<file path="config.mk">
export PLATFORM = sky130hd
export DESIGN_NAME = ffmul_32bit_seq
export DESIGN_NICKNAME = d
export VERILOG_FILES = /design/src/rtl/ffmul_32bit_seq.sv
export SDC_FILE = /design/constraint.sdc
export NUM_CORES = 1
export LEC_CHECK = 0
export BUFFER_PORTS_ARGS = -buffer_cell sky130_fd_sc_hd__buf_2
export CORE_ASPECT_RATIO = 1.2
export CORE_MARGIN = 2
export CORE_UTILIZATION = 45
export DETAILED_ROUTE_END_ITERATION = 10
export GPL_ROUTABILITY_DRIVEN = 0
export HOLD_SLACK_MARGIN = 0.15
export PLACE_DENSITY = 0.63
export SLEW_MARGIN = 0
export SYNTH_ARGS = -nofsm -noshare
export SYNTH_HDL_FRONTEND = slang
export SYNTH_SLANG_ARGS = --single-unit
</file>
<file path="constraint.sdc">
create_clock -name clk -period 6.7 [get_ports clk]
set_input_delay 0.67 -clock clk [delete_from_list [all_inputs] [get_ports clk]]
set_output_delay 0.67 -clock clk [all_outputs]
set_load 0.01 [all_outputs]
</file>
<file path="src/rtl/ffmul_32bit_seq.sv">
// ffmul_32bit_seq
// Sequential IEEE-754 single-precision multiplier. A start request captures
// two operands. The operands are classified and normalised (subnormals are
// shifted up until their leading one sits at bit 23). The 48-bit significand
// product is then built by a radix-2 shift-add engine, one multiplier bit per
// cycle. Finally the product is normalised and rounded to nearest-even.
//
// Ports:
//   clk         rising-edge clock
//   rst         synchronous active-high reset, aborts any operation
//   op_1, op_2  operands, sampled in IDLE when mul_start=1
//   mul_start   level request, ignored outside IDLE
//   sign, biased_exp, fraction
//               registered result fields, hold until the next result
//   mul_ready   high only while in DONE
//   count       shift-add iterations performed in the current operation
module ffmul_32bit_seq #(
    parameter int OPERAND_WIDTH     = 32,
    parameter int EXP_WIDTH         = 8,
    parameter int SIGNIFICAND_WIDTH = 24
) (
    input  logic                         clk,
    input  logic                         rst,
    input  logic [OPERAND_WIDTH-1:0]     op_1,
    input  logic [OPERAND_WIDTH-1:0]     op_2,
    input  logic                         mul_start,
    output logic                         sign,
    output logic [EXP_WIDTH-1:0]         biased_exp,
    output logic [SIGNIFICAND_WIDTH-2:0] fraction,
    output logic                         mul_ready,
    output logic [4:0]                   count
);

    typedef enum logic [2:0] {IDLE, UNPACK, MULT, NORM, ROUND, DONE} state_t;

    state_t             state_reg;
    logic [31:0]        op_reg [2];
    logic               sign_reg;
    logic signed [9:0]  exp_reg;
    logic [23:0]        mcand_reg;
    logic [23:0]        mplier_reg;   // multiplier, becomes low product half
    logic [23:0]        acc_reg;      // upper partial product
    logic [23:0]        sig_reg;
    logic               guard_reg;
    logic               sticky_reg;
    logic               sub_reg;

    // Shift that moves the highest set bit of a nonzero fraction up to bit 23.
    function automatic logic [4:0] lzc_shift(input logic [22:0] f);
        logic [4:0] s;
        s = 5'd23;
        for (int i = 0; i < 23; i++) begin
            if (f[i]) s = 5'(23 - i);
        end
        return s;
    endfunction

    // ------------------------------------------------------------------
    // Operand classification and normalisation
    // ------------------------------------------------------------------
    logic [1:0]        is_nan;
    logic [1:0]        is_inf;
    logic [1:0]        is_zero;
    logic [1:0]        is_denorm;
    logic [1:0]        op_sign;
    logic [23:0]       unp_sig [2];
    logic signed [9:0] unp_exp [2];

    generate
        for (genvar gi = 0; gi < 2; gi++) begin : g_unpack
            logic [7:0]  e_field;
            logic [22:0] f_field;
            logic [4:0]  shift;

            assign e_field       = op_reg[gi][30:23];
            assign f_field       = op_reg[gi][22:0];
            assign op_sign[gi]   = op_reg[gi][31];
            assign is_nan[gi]    = (e_field == 8'hFF) && (f_field != 23'd0);
            assign is_inf[gi]    = (e_field == 8'hFF) && (f_field == 23'd0);
            assign is_zero[gi]   = (e_field == 8'h00) && (f_field == 23'd0);
            assign is_denorm[gi] = (e_field == 8'h00) && (f_field != 23'd0);
            assign shift         = lzc_shift(f_field);
            assign unp_sig[gi]   = is_denorm[gi] ? ({1'b0, f_field} << shift)
                                                 : {1'b1, f_field};
            assign unp_exp[gi]   = is_denorm[gi] ? (10'sd1 - $signed({5'b0, shift}))
                                                 : $signed({2'b0, e_field});
        end
    endgenerate

    logic              res_sign;
    logic              nan_result;
    logic signed [9:0] exp_sum;

    assign res_sign   = op_sign[0] ^ op_sign[1];
    assign nan_result = (|is_nan) || (is_inf[0] && is_zero[1]) || (is_inf[1] && is_zero[0]);
    assign exp_sum    = unp_exp[0] + unp_exp[1] - 10'sd127;

    // ------------------------------------------------------------------
    // Shift-add step: add the multiplicand when the multiplier LSB is set,
    // then shift {sum, multiplier} right by one.
    // ------------------------------------------------------------------
    logic [24:0] mult_sum;
    assign mult_sum = {1'b0, acc_reg} + (mplier_reg[0] ? {1'b0, mcand_reg} : 25'd0);

    // ------------------------------------------------------------------
    // Normalisation, including the subnormal denormalising shift
    // ------------------------------------------------------------------
    logic [23:0]       n_sig;
    logic              n_guard;
    logic              n_sticky;
    logic signed [9:0] n_exp;
    logic              n_sub;
    logic signed [9:0] n_shamt;
    logic [5:0]        n_sh;
    logic [88:0]       n_shifted;
    logic [23:0]       s_sig;
    logic              s_guard;
    logic              s_sticky;

    always_comb begin
        n_sig    = 24'd0;
        n_guard  = 1'b0;
        n_sticky = 1'b0;
        n_exp    = exp_reg;
        if (acc_reg[23]) begin
            n_sig    = acc_reg;
            n_guard  = mplier_reg[23];
            n_sticky = |mplier_reg[22:0];
            n_exp    = exp_reg + 10'sd1;
        end else begin
            n_sig    = {acc_reg[22:0], mplier_reg[23]};
            n_guard  = mplier_reg[22];
            n_sticky = |mplier_reg[21:0];
        end
        n_sub   = (n_exp < 10'sd1);
        n_shamt = 10'sd1 - n_exp;
        // 64 zero bits below the guard hold every bit of any shift up to 63,
        // and beyond that the result is all-sticky anyway.
        n_sh      = (n_shamt > 10'sd63) ? 6'd63 : n_shamt[5:0];
        n_shifted = {n_sig, n_guard, 64'd0} >> n_sh;
        if (n_sub) begin
            s_sig    = n_shifted[88:65];
            s_guard  = n_shifted[64];
            s_sticky = n_sticky | (|n_shifted[63:0]);
        end else begin
            s_sig    = n_sig;
            s_guard  = n_guard;
            s_sticky = n_sticky;
        end
    end

    // ------------------------------------------------------------------
    // Round to nearest-even and overflow detection
    // ------------------------------------------------------------------
    logic              r_inc;
    logic [24:0]       r_sum;
    logic signed [9:0] r_exp;
    logic [7:0]        r_exp_field;
    logic [22:0]       r_frac;

    always_comb begin
        r_inc       = guard_reg & (sticky_reg | sig_reg[0]);
        r_sum       = {1'b0, sig_reg} + {24'd0, r_inc};
        r_exp       = exp_reg;
        r_frac      = r_sum[22:0];
        r_exp_field = 8'd0;
        if (sub_reg) begin
            // Rounding a subnormal up into bit 23 makes it the smallest normal.
            r_exp_field = r_sum[23] ? 8'd1 : 8'd0;
        end else begin
            if (r_sum[24]) begin
                r_exp  = exp_reg + 10'sd1;
                r_frac = r_sum[23:1];
            end
            if (r_exp >= 10'sd255) begin
                r_exp_field = 8'hFF;
                r_frac      = 23'd0;
            end else begin
                r_exp_field = r_exp[7:0];
            end
        end
    end

    // ------------------------------------------------------------------
    // Control FSM with registered outputs
    // ------------------------------------------------------------------
    always_ff @(posedge clk) begin
        if (rst) begin
            state_reg  <= IDLE;
            op_reg[0]  <= 32'd0;
            op_reg[1]  <= 32'd0;
            sign_reg   <= 1'b0;
            exp_reg    <= 10'sd0;
            mcand_reg  <= 24'd0;
            mplier_reg <= 24'd0;
            acc_reg    <= 24'd0;
            sig_reg    <= 24'd0;
            guard_reg  <= 1'b0;
            sticky_reg <= 1'b0;
            sub_reg    <= 1'b0;
            sign       <= 1'b0;
            biased_exp <= '0;
            fraction   <= '0;
            mul_ready  <= 1'b0;
            count      <= 5'd0;
        end else begin
            case (state_reg)
                IDLE: begin
                    if (mul_start) begin
                        op_reg[0] <= op_1;
                        op_reg[1] <= op_2;
                        count     <= 5'd0;
                        state_reg <= UNPACK;
                    end
                end
                UNPACK: begin
                    sign_reg <= res_sign;
                    if (nan_result) begin
                        sign       <= 1'b0;
                        biased_exp <= 8'hFF;
                        fraction   <= 23'h400000;
                        mul_ready  <= 1'b1;
                        state_reg  <= DONE;
                    end else if (|is_inf) begin
                        sign       <= res_sign;
                        biased_exp <= 8'hFF;
                        fraction   <= 23'd0;
                        mul_ready  <= 1'b1;
                        state_reg  <= DONE;
                    end else if (|is_zero) begin
                        sign       <= res_sign;
                        biased_exp <= 8'h00;
                        fraction   <= 23'd0;
                        mul_ready  <= 1'b1;
                        state_reg  <= DONE;
                    end else begin
                        mcand_reg  <= unp_sig[0];
                        mplier_reg <= unp_sig[1];
                        acc_reg    <= 24'd0;
                        exp_reg    <= exp_sum;
                        state_reg  <= MULT;
                    end
                end
                MULT: begin
                    acc_reg    <= mult_sum[24:1];
                    mplier_reg <= {mult_sum[0], mplier_reg[23:1]};
                    count      <= count + 5'd1;
                    if (count == 5'd23) state_reg <= NORM;
                end
                NORM: begin
                    sig_reg    <= s_sig;
                    guard_reg  <= s_guard;
                    sticky_reg <= s_sticky;
                    sub_reg    <= n_sub;
                    exp_reg    <= n_sub ? 10'sd0 : n_exp;
                    state_reg  <= ROUND;
                end
                ROUND: begin
                    sign       <= sign_reg;
                    biased_exp <= r_exp_field;
                    fraction   <= r_frac;
                    mul_ready  <= 1'b1;
                    state_reg  <= DONE;
                end
                DONE: begin
                    if (!mul_start) begin
                        mul_ready <= 1'b0;
                        state_reg <= IDLE;
                    end
                end
                default: state_reg <= IDLE;
            endcase
        end
    end

endmodule

</file>
# Word-level counts from Yosys, hierarchy flattened
# Memory sizes are Yosys's and may differ from the RTL's.
# Index checks and enable logic that the tools add are counted.
word_totals:
  mem_bits_rw: 64
  input_bits: 67
  mem_count: 1
  output_inout_bits: 38
  register_bits: 151
mem_list:
  columns: ["name", "words", "word_bits", "read_ports", "rd_ports_with_merged_regs", "wr", "line", "rtl"]
  rows:
  - ["op_reg", 2, 32, 2, 0, 2, "37", "logic [31:0] op_reg [2];"]
classes:
  eq_ne: 15
  n_lt_le_gt_ge: 3
  n_reduce_logical: 37
  n_addsub: 9
  shift: 3
  bitwise: 9
  n_mux: 112
op_table:
  columns: ["op", "count"]
  rows:
  - ["24-bit 2-to-1 mux", 11]
  - ["5-bit 2-to-1 mux", 43]
  - ["23-bit 2-to-1 mux", 6]
  - ["24-bit case mux with 2 select lines", 2]
  - ["10-bit 2-to-1 mux", 9]
  - ["89-bit by 6-bit right shift with 89-bit output", 1]
  - ["32-bit 2-to-1 mux", 2]
  - ["64-bit OR reduction", 1]
  - ["23-bit by 5-bit left shift with 24-bit output", 2]
  - ["23-bit zero test", 2]
  - ["23-bit case mux with 2 select lines", 1]
  - ["23-bit nonzero test", 2]
  - ["8-bit 2-to-1 mux", 5]
  - ["24-bit by 1-bit adder with 25-bit output", 1]
  - ["24-bit by 24-bit adder with 25-bit output", 1]
  - ["23-bit OR reduction", 1]
  - ["22-bit OR reduction", 1]
  - ["1-bit 2-to-1 mux", 20]
  - ["10-bit case mux with 2 select lines", 1]
  - ["3-bit 2-to-1 mux", 6]
  - ["3-bit case mux with 6 select lines", 1]
  - ["8-bit == test, second input constant", 2]
  - ["8-bit zero test", 2]
  - ["8-bit case mux with 2 select lines", 1]
  - ["32 further kinds", 64]

# Depth between registers and ports, before layout
# Gate-level depths: netlist of the first run.
# An unclocked memory read counts as a cell.
depth:
  depth_word: 31
  ltp_mapped: 26
  depth_no_buf: 25

# Least setup slack after synthesis of the first run
# Ideal clock, no wire load.
synth_path:
  path_kind: "reg-to-reg"
  startpoint: "register acc_reg[23]"
  endpoint: "register sticky_reg"
  n_path_buf: 6
  arrival_ps: 4923
  period_less_slack_ps: 5057
  required_ps: 6567
  slack_ps: 1643
  path_stages_with_launch: 22
  setup_time_ps: 133
  path_cell_list: "dfxtp_1 buf_2 buf_1 clkbuf_1 clkbuf_1 clkbuf_1 nand2_1 xor2_1 ha_1 o211ai_2 o21a_1 nor2_2 buf_2 a221oi_1 nor2_1 o22ai_1 o221a_2 or4b_1 o21ai_1 a31oi_1 nor3_1 a211oi_1"
synth_via:
  elab_chain_len: 8
  word_cells_on_any_way: 12
  classes_between: "1 x add/sub; 2 x order compare; 1 x shift; 6 x mux; 1 x bitwise; 1 x reduce/logical"
synth_rtl:
  columns: ["element", "line", "rtl"]
  rows:
  - ["start, declared", "42", "logic [23:0] acc_reg;"]
  - ["start signal, assigned", "245", "acc_reg <= mult_sum[24:1];"]
  - ["10-bit 2-to-1 mux", "125", "if (acc_reg[23]) begin"]
  - ["2-bit by 10-bit subtractor with 10-bit output", "136", "n_shamt = 10'sd1 - n_exp;"]
  - ["10-bit by 7-bit greater-than comparator with 1-bit output", "139", "n_sh = (n_shamt > 10'sd63) ? 6'd63 : n_shamt[5:0];"]
  - ["6-bit 2-to-1 mux", "139", null]
  - ["89-bit by 6-bit right shift with 89-bit output", "140", "n_shifted = {n_sig, n_guard, 64'd0} >> n_sh;"]
  - ["64-bit OR reduction", "144", "s_sticky = n_sticky | (|n_shifted[63:0]);"]
  - ["1-bit bitwise OR", "144", null]
  - ["1-bit 2-to-1 mux *", "141", "if (n_sub) begin"]
  - ["end signal, assigned", "253", "sticky_reg <= s_sticky;"]
  - ["end, declared", "45", "logic sticky_reg;"]
# Every way passes the cells marked *; elsewhere a longest branch is shown, timed or not.
# A chain may end at the register's enable or synchronous reset.

==> results of run 1 <==
==> synth_stat cells (all sizes together) (11+ instances only) <==
cell,n
o211ai,27
mux2,15
xor2,23
a211oi,42
nand2b,20
a21o,27
edfxtp,64
o22ai,29
and2,107
nand4,20
ha,48
nor2,252
a21oi,169
inv,47
xnor2,44
nand2,224
a221oi,46
nor4,27
mux2i,104
a22oi,23
a31oi,25
clkbuf,127
nor3,91
nand3,71
dfxtp,151
a311oi,12
a2111oi,11
buf,43
and3,22
o21ai,106
o221ai,13
o31ai,19
==> worst max-delay path by stage <==
stage	depth (start not counted)	endpoint	from
final	23	exp_reg[8]$_SDFFE_PP0P_	op_reg[0][2]$_SDFFCE_PN0P_
after global routing	23	exp_reg[8]$_SDFFE_PP0P_	op_reg[0][2]$_SDFFCE_PN0P_
after CTS	23	exp_reg[8]$_SDFFE_PP0P_	op_reg[0][2]$_SDFFCE_PN0P_
after detailed placement	23	exp_reg[8]$_SDFFE_PP0P_	op_reg[0][2]$_SDFFCE_PN0P_
after global placement	14	sticky_reg$_SDFFE_PP0P_	exp_reg[1]$_SDFFE_PP0P_
after floorplan	21	sticky_reg$_SDFFE_PP0P_	acc_reg[23]$_SDFFE_PP0P_
==> worst max-delay path, delay by kind of cell, from the launching register on <==
kind,cells,cell delay [ns]
xor+xnor,1,0.15
compound gates,10,1.94
fa+ha+maj,3,1.02
flops,1,0.47
simple gates,8,1.47
buf+inv,1,0.51
==> power by group through the flow <==
stage / registers [mW] / logic (mW) / clock network (mW)
finish: 1.62 / 2.94 / 1.38
floorplan: 1.55 / 2.20 / 0
CTS: 1.61 / 2.82 / 1.41
detailed placement: 1.64 / 2.81 / 0
global placement: 1.63 / 2.81 / 0
global route: 1.63 / 3.16 / 1.46
==> kinds of logic after synthesis <==
logic type | after synthesis | share of synthesized area
fa+ha+maj | 50 | 0.0377
flops | 215 | 0.291
mux | 122 | 0.0753
compound gates | 640 | 0.257
buf+inv | 218 | 0.0513
xor+xnor | 67 | 0.0350
simple gates | 893 | 0.252
==> metal layers <==
| metal | part of all wire | track usage | wire length, µm | vias to the layer above |
|---|---|---|---|---|
| met4 | 0.059 | 0.142 | 3270 | 0 |
| met2 | 0.47 | 0.467 | 26100 | 899 |
| met5 | 0 | 0 | 0 | - |
| li1 | - | - | - | 8149 |
| met3 | 0.080 | 0.0432 | 4460 | 243 |
| met1 | 0.39 | 0.337 | 21900 | 8060 |
==> layout make-up <==
class,count,area (µm²)
clock inverter,11,145
multi-input combinational,1772,11200
fill,3637,18500
sequential,215,4950
tap,474,593
timing repair buffer,134,748
inverter,48,180
clock buffer,33,667
==> impl_metrics.py, run 1 <==
metrics = {
    "placement": {
        "post-place-ws_ns": 1.20,
        "dp.final_hpwl_um": 41100,
        "place_area_mm2": 0.0176,
        "numPlacedInstances": 2643,
        "port-buffer-count": 104,
    },
    "yosys": {
        "number_of_nets_produced_by_synthesis": 2322,
        "yosysTopAreaCell": "sky130_fd_sc_hd__dfxtp_1",
        "asr_flop_ratio_synth": 0,
        "synth_cell_types": 95,
        "synth.avg_cell_area_um2": 7.70,
        "post_synth_instance_area_mm2": 0.0170,
        "yosys.area.top_type_share": 0.178,
        "synth_enable_flop_cells": 64,
        "ys.warnings.count": 0,
        "synth_top_flop_cell": "sky130_fd_sc_hd__dfxtp_1",
        "synth_seq_cells": 215,
        "yosysSeqAreaShare": 0.291,
        "syn-instance-count": 2205,
        "synthTopCellsByArea": "sky130_fd_sc_hd__dfxtp_1 (18%), sky130_fd_sc_hd__edfxtp_1 (11%), sky130_fd_sc_hd__mux2i_1 (6.1%)",
    },
    "clocking": {
        "insertion_delay_ns": 0.57,
        "cts.htree.levels": 1,
        "cts-buffers-inserted": 24,
        "cts_setup_buffers": 0,
        "cts.path.max_buffers": 3,
        "cts-hold-fix-buffers": 0,
        "cts_tree": "yes",
        "clockRootBuffer": "sky130_fd_sc_hd__clkbuf_16",
        "clock-sinks": 215,
        "clk_pin_slew_ns": 0.06,
        "cts-resized-gates": 0,
    },
    "grt": {
        "grt_pass1_vias": 16300,
        "grt_remaining_overflow": 0,
        "grt_first_pass_wirelength_um": 88500,
        "antenna_found_initial": 0,
        "global_route.usage.total": 0.275,
        "grt_start_max_net_pins": 95,
    },
    "sta": {
        "max_clock_freq_mhz": 176,
        "final.setup.worst_slack_ns": 1.01,
        "tns_ns": 0,
        "min_period_ns": 5.69,
        "final.hold.worst_slack_ns": 0.388,
        "period_share": 0.849,
        "timing.slew.headroom": 0.182,
        "maxSlewViolCount": 0,
        "timing_hold_violations_final": 0,
        "unrepaired_setup_endpoints_after_global_routing": "no",
        "finClkSkew_ns": 0.0443,
        "setup_viol": 0,
        "worstMarginPinSlew_ns": 1.21,
    },
    "pwr": {
        "max_vdd_drop_mv": 0.224,
        "cellPowerDensity_mw_per_mm2": 322,
        "p_sw_frac": 0.451,
        "share_seq_of_total_power": 0.272,
        "switchingPower_mw": 2.67,
        "post-layout-total-power_mw": 5.94,
        "pwr-share-comb": 0.495,
        "p_int_mw": 3.26,
        "leakagePower_nw": 7.26,
        "clockPowerShare": 0.232,
    },
    "critical_path": {
        "criticalPathCategory": "reg2reg",
        "worstSetupEndpointType": "flip-flop",
        "cp.arrival_ns": 6.12,
        "startpoint_type": "flip-flop",
        "crit_path_frequent_cell": "sky130_fd_sc_hd__nor3_1",
        "critical_path.reg2reg.startpoint": "op_reg[0][2]$_SDFFCE_PN0P_",
        "worstPathCellList": "nor2_1 -> nor3_1 -> nor3_1 -> nor3_1 -> o31a_1 -> nor3_1 -> o31a_1 -> nor3_1 -> nor2_1 -> inv_1 -> ha_1 -> a21o_1 -> ha_1 -> ha_1 -> a21o_1 -> a21o_1 -> a21o_1 -> a21oi_1 -> o21bai_1 -> a21oi_1 -> xnor2_1 -> nand2_1 -> a311oi_1",
        "worst_reg2reg_setup_slack_ns": 1.01,
        "rr_worst_depth": 23,
        "critical_path_peak_fanout": 12,
        "worstPathRequired_ns": 7.14,
        "max_stage_delay_ns": 0.70,
        "worst_r2r_endpoint": "exp_reg[8]$_SDFFE_PP0P_",
        "critical-path-slowest-cell": "sky130_fd_sc_hd__nor2_1",
    },
    "final_layout": {
        "finalInstanceArea_mm2": 0.0185,
        "final_net_count": 2312,
        "syn_to_final_growth_pct": 8.75,
        "most-common-layout-cells": "sky130_fd_sc_hd__nor2_1 (250), sky130_fd_sc_hd__nand2_1 (223), sky130_fd_sc_hd__a21oi_1 (169)",
        "final_core_utilization": 0.499,
        "final_common_cell": "sky130_fd_sc_hd__nor2_1",
        "max_reg_flops": 64,
        "drive_above_1_share": 0.105,
        "antenna-diode-count": 0,
        "final_cell_count_no_fill": 2687,
    },
    "drt": {
        "num_vias": 17400,
        "drt_first_iter_violations": 2269,
        "route.detailed.wl_per_inst_um": 20.7,
        "drc": 0,
        "route.final.wire_length_um": 55800,
        "drt-vias-per-instance": 6.46,
        "final_antenna_net_count": 0,
        "drt_first_pass_iters": 7,
    },
    "worst_hold_path": {
        "timing.hold.worst_endpoint": "op_reg[0][20]$_SDFFCE_PN0P_",
        "min-delay-path-class": "in2reg",
        "holdPathStages": 2,
        "hold_path_startpoint": "op_1[20]",
    },
    "floorplanning": {
        "rows": 77,
        "core_region_mm2": 0.0370,
        "design.die.area_mm2": 0.0393,
        "floorplan.initialDensity": 0.459,
        "chipWidth_um": 181,
        "die-height_um": 217,
        "ios": 105,
    },
    "outcome": {
        "outcome": "complete, no violations",
    },
    "run": {
        "cap_violations": 0,
    },
}
No activity file was read; power rests on OpenSTA's default activity.
==> run 2, diff against run 1 <==
Settings changed: PLACE_DENSITY 0.63 to 0.65.
Clock period 6.7 ns to 5 ns, I/O delays scaled along.
==> run 2 against run 1 <==
  * Sequential power up 32%
  * Total power is 38% higher
  * Die area is the same
  * Clock skew decreased by 0.033 ns
  * Fmax up 20%
==> impl_metrics.py, run 2 (synthesis results as in run 1) <==
metrics = {
    "critical_path": {
        "critPathBufInv": 1,
        "crit_path_frequent_cell": "sky130_fd_sc_hd__a211oi_1",
        "criticalPathCategory": "reg2reg",
        "worst_reg2reg_setup_slack_ns": 0.25,
        "setup_crit_start": "exp_reg[0]$_SDFFE_PP0P_",
        "cp.arrival_ns": 5.20,
        "worst_r2r_endpoint": "sticky_reg$_SDFFE_PP0P_",
        "rr_worst_depth": 14,
        "worstSetupEndpointType": "flip-flop",
        "worstPathRequired_ns": 5.45,
        "startpoint_type": "flip-flop",
        "critical_path_peak_fanout": 15,
        "worst_path_dominant_cell_family": "compound AO/OA/AOI/OAI gates",
        "worstPathCellList": "ha_1 -> and4_1 -> nand2_1 -> or4b_1 -> a311o_1 -> a21bo_2 -> a31oi_2 -> buf_4 -> nor2_1 -> a211oi_1 -> nor4_1 -> a221oi_1 -> nor3_1 -> a211oi_1",
        "critical_path.reg2reg.startpoint": "exp_reg[0]$_SDFFE_PP0P_",
        "max_stage_delay_ns": 0.58,
        "critical-path-slowest-cell": "sky130_fd_sc_hd__a211oi_1",
    },
    "grt": {
        "global_route.usage.total": 0.276,
        "grt_remaining_overflow": 0,
        "grt_start_max_net_pins": 90,
        "antenna_found_initial": 0,
        "grt_first_pass_wirelength_um": 88800,
        "grt_pass1_vias": 16600,
    },
    "sta": {
        "min_period_ns": 4.75,
        "maxSlewViolCount": 0,
        "timing_hold_violations_final": 0,
        "worstMarginPinSlew_ns": 1.32,
        "finClkSkew_ns": 0.0117,
        "timing.slew.headroom": 0.110,
        "period_share": 0.950,
        "setup_viol": 0,
        "max_clock_freq_mhz": 211,
    },
    "floorplanning": {
        "chipWidth_um": 181,
        "die-height_um": 217,
        "floorplan.initialDensity": 0.459,
        "rows": 77,
        "design.die.area_mm2": 0.0393,
        "core_region_mm2": 0.0370,
        "ios": 105,
    },
    "final_layout": {
        "finalInstanceArea_mm2": 0.0190,
        "syn_to_final_growth_pct": 12.1,
        "most-common-layout-cells": "sky130_fd_sc_hd__nor2_1 (249), sky130_fd_sc_hd__nand2_1 (223), sky130_fd_sc_hd__a21oi_1 (169)",
        "final_net_count": 2380,
        "final_common_cell": "sky130_fd_sc_hd__nor2_1",
        "antenna-diode-count": 0,
        "final_core_utilization": 0.514,
        "drive_above_1_share": 0.134,
        "final.fill_count": 3581,
        "max_reg_flops": 64,
    },
    "drt": {
        "route.final.wire_length_um": 55700,
        "drt_first_pass_iters": 9,
        "final_antenna_net_count": 0,
        "drt-vias-per-instance": 6.41,
        "num_vias": 17700,
        "route.detailed.wl_per_inst_um": 20.2,
        "drc": 0,
        "drt_first_iter_violations": 2055,
    },
    "placement": {
        "place_area_mm2": 0.0181,
        "dp.final_hpwl_um": 41400,
        "port-buffer-count": 104,
    },
    "pwr": {
        "post-layout-total-power_mw": 8.17,
        "leakagePower_nw": 7.59,
        "cellPowerDensity_mw_per_mm2": 429,
        "max_vdd_drop_mv": 0.331,
    },
    "clocking": {
        "insertion_delay_ns": 0.55,
        "clock-sinks": 215,
        "clockRootBuffer": "sky130_fd_sc_hd__clkbuf_16",
        "cts-buffers-inserted": 25,
        "cts.path.max_buffers": 3,
        "cts-hold-fix-buffers": 0,
        "cts_tree": "yes",
        "cts.htree.levels": 1,
        "clk_pin_slew_ns": 0.06,
    },
    "worst_hold_path": {
        "min-delay-path-class": "in2reg",
        "timing.hold.worst_endpoint": "op_reg[0][21]$_SDFFCE_PN0P_",
        "hold_path_startpoint": "op_1[21]",
        "holdPathStages": 2,
    },
    "outcome": {
        "outcome": "complete, no violations",
    },
    "run": {
        "cap_violations": 0,
    },
}
## run 2: changes by cell type in the layout (fill, tap and decap cells not counted), moves of 2 or more
cell                        change
sky130_fd_sc_hd__o21ai_1        +2
sky130_fd_sc_hd__bufinv_16      -2
sky130_fd_sc_hd__clkinv_4       +2
sky130_fd_sc_hd__clkinv_1       +5
sky130_fd_sc_hd__clkbuf_1       -3
sky130_fd_sc_hd__nor4_1         -2
sky130_fd_sc_hd__o21ai_0        -2
sky130_fd_sc_hd__clkinv_2       -2
sky130_fd_sc_hd__buf_4         +66
## run 2: worst max path at each step
stage,endpoint,slack (ns),cells past startpoint
after floorplan,sticky_reg$_SDFFE_PP0P_,0.06,21
after global placement,exp_reg[8]$_SDFFE_PP0P_,0.32,17
after detailed placement,exp_reg[7]$_SDFFE_PP0P_,0.25,19
after CTS,fraction[22]$_SDFFE_PP0P_,0.20,18
after global routing,exp_reg[9]$_SDFFE_PP0P_,-0.02,23
final,sticky_reg$_SDFFE_PP0P_,0.25,14
## run 2: metal layers
| layer | GRT usage | up-vias | share of wire |
|---|---|---|---|
| li1 | - | 8283 | - |
| met5 | 0 | - | 0 |
| met4 | 0.149 | 0 | 0.060 |
| met1 | 0.334 | 8186 | 0.38 |
| met3 | 0.0433 | 248 | 0.080 |
| met2 | 0.472 | 941 | 0.48 |
## run 2: through the flow
step / setup WS (ns) / hold slack (ns) / TNS, ns / instances
2_1_floorplan: 0.0553 / 0.427 / 0 / 2205
3_3_place_gp: 0.323 / 0.436 / 0 / 2703
3_5_place_dp: 0.249 / 0.445 / 0 / 2703
4_1_cts: 0.203 / 0.212 / 0 / 2749
5_1_grt: -0.0167 / 0.222 / -0.0189 / 2756
6_report: 0.251 / 0.232 / 0 / 2756
## run 2: timing repair
| item | in CTS | in global routing |
|---|---|---|
| resized for setup | 0 | 13 |
| endpoints found under the setup margin | 0 | 20 |
| buffers inserted | 0 | 7 |
| hold endpoints to repair | 0 | 0 |
## run 2: cell type report
| class | count | area [µm²] | area share |
|---|---|---|---|
| timing repair buffer | 201 | 1260 | 0.0664 |
| sequential | 215 | 4950 | 0.260 |
| clock inverter | 15 | 111 | 0.00585 |
| clock buffer | 31 | 689 | 0.0362 |
| multi-input combinational | 1772 | 11200 | 0.591 |
| tap | 474 | 593 | 0.0312 |
| inverter | 48 | 183 | 0.00960 |
## run 2: power by group
part / leakage, nW / total (mW) / switching [mW] / internal (mW)
registers: 1.92 / 2.14 / 0.187 / 1.95
logic: 5.28 / 4.25 / 2.70 / 1.55
clock network: 0.397 / 1.78 / 0.746 / 1.03
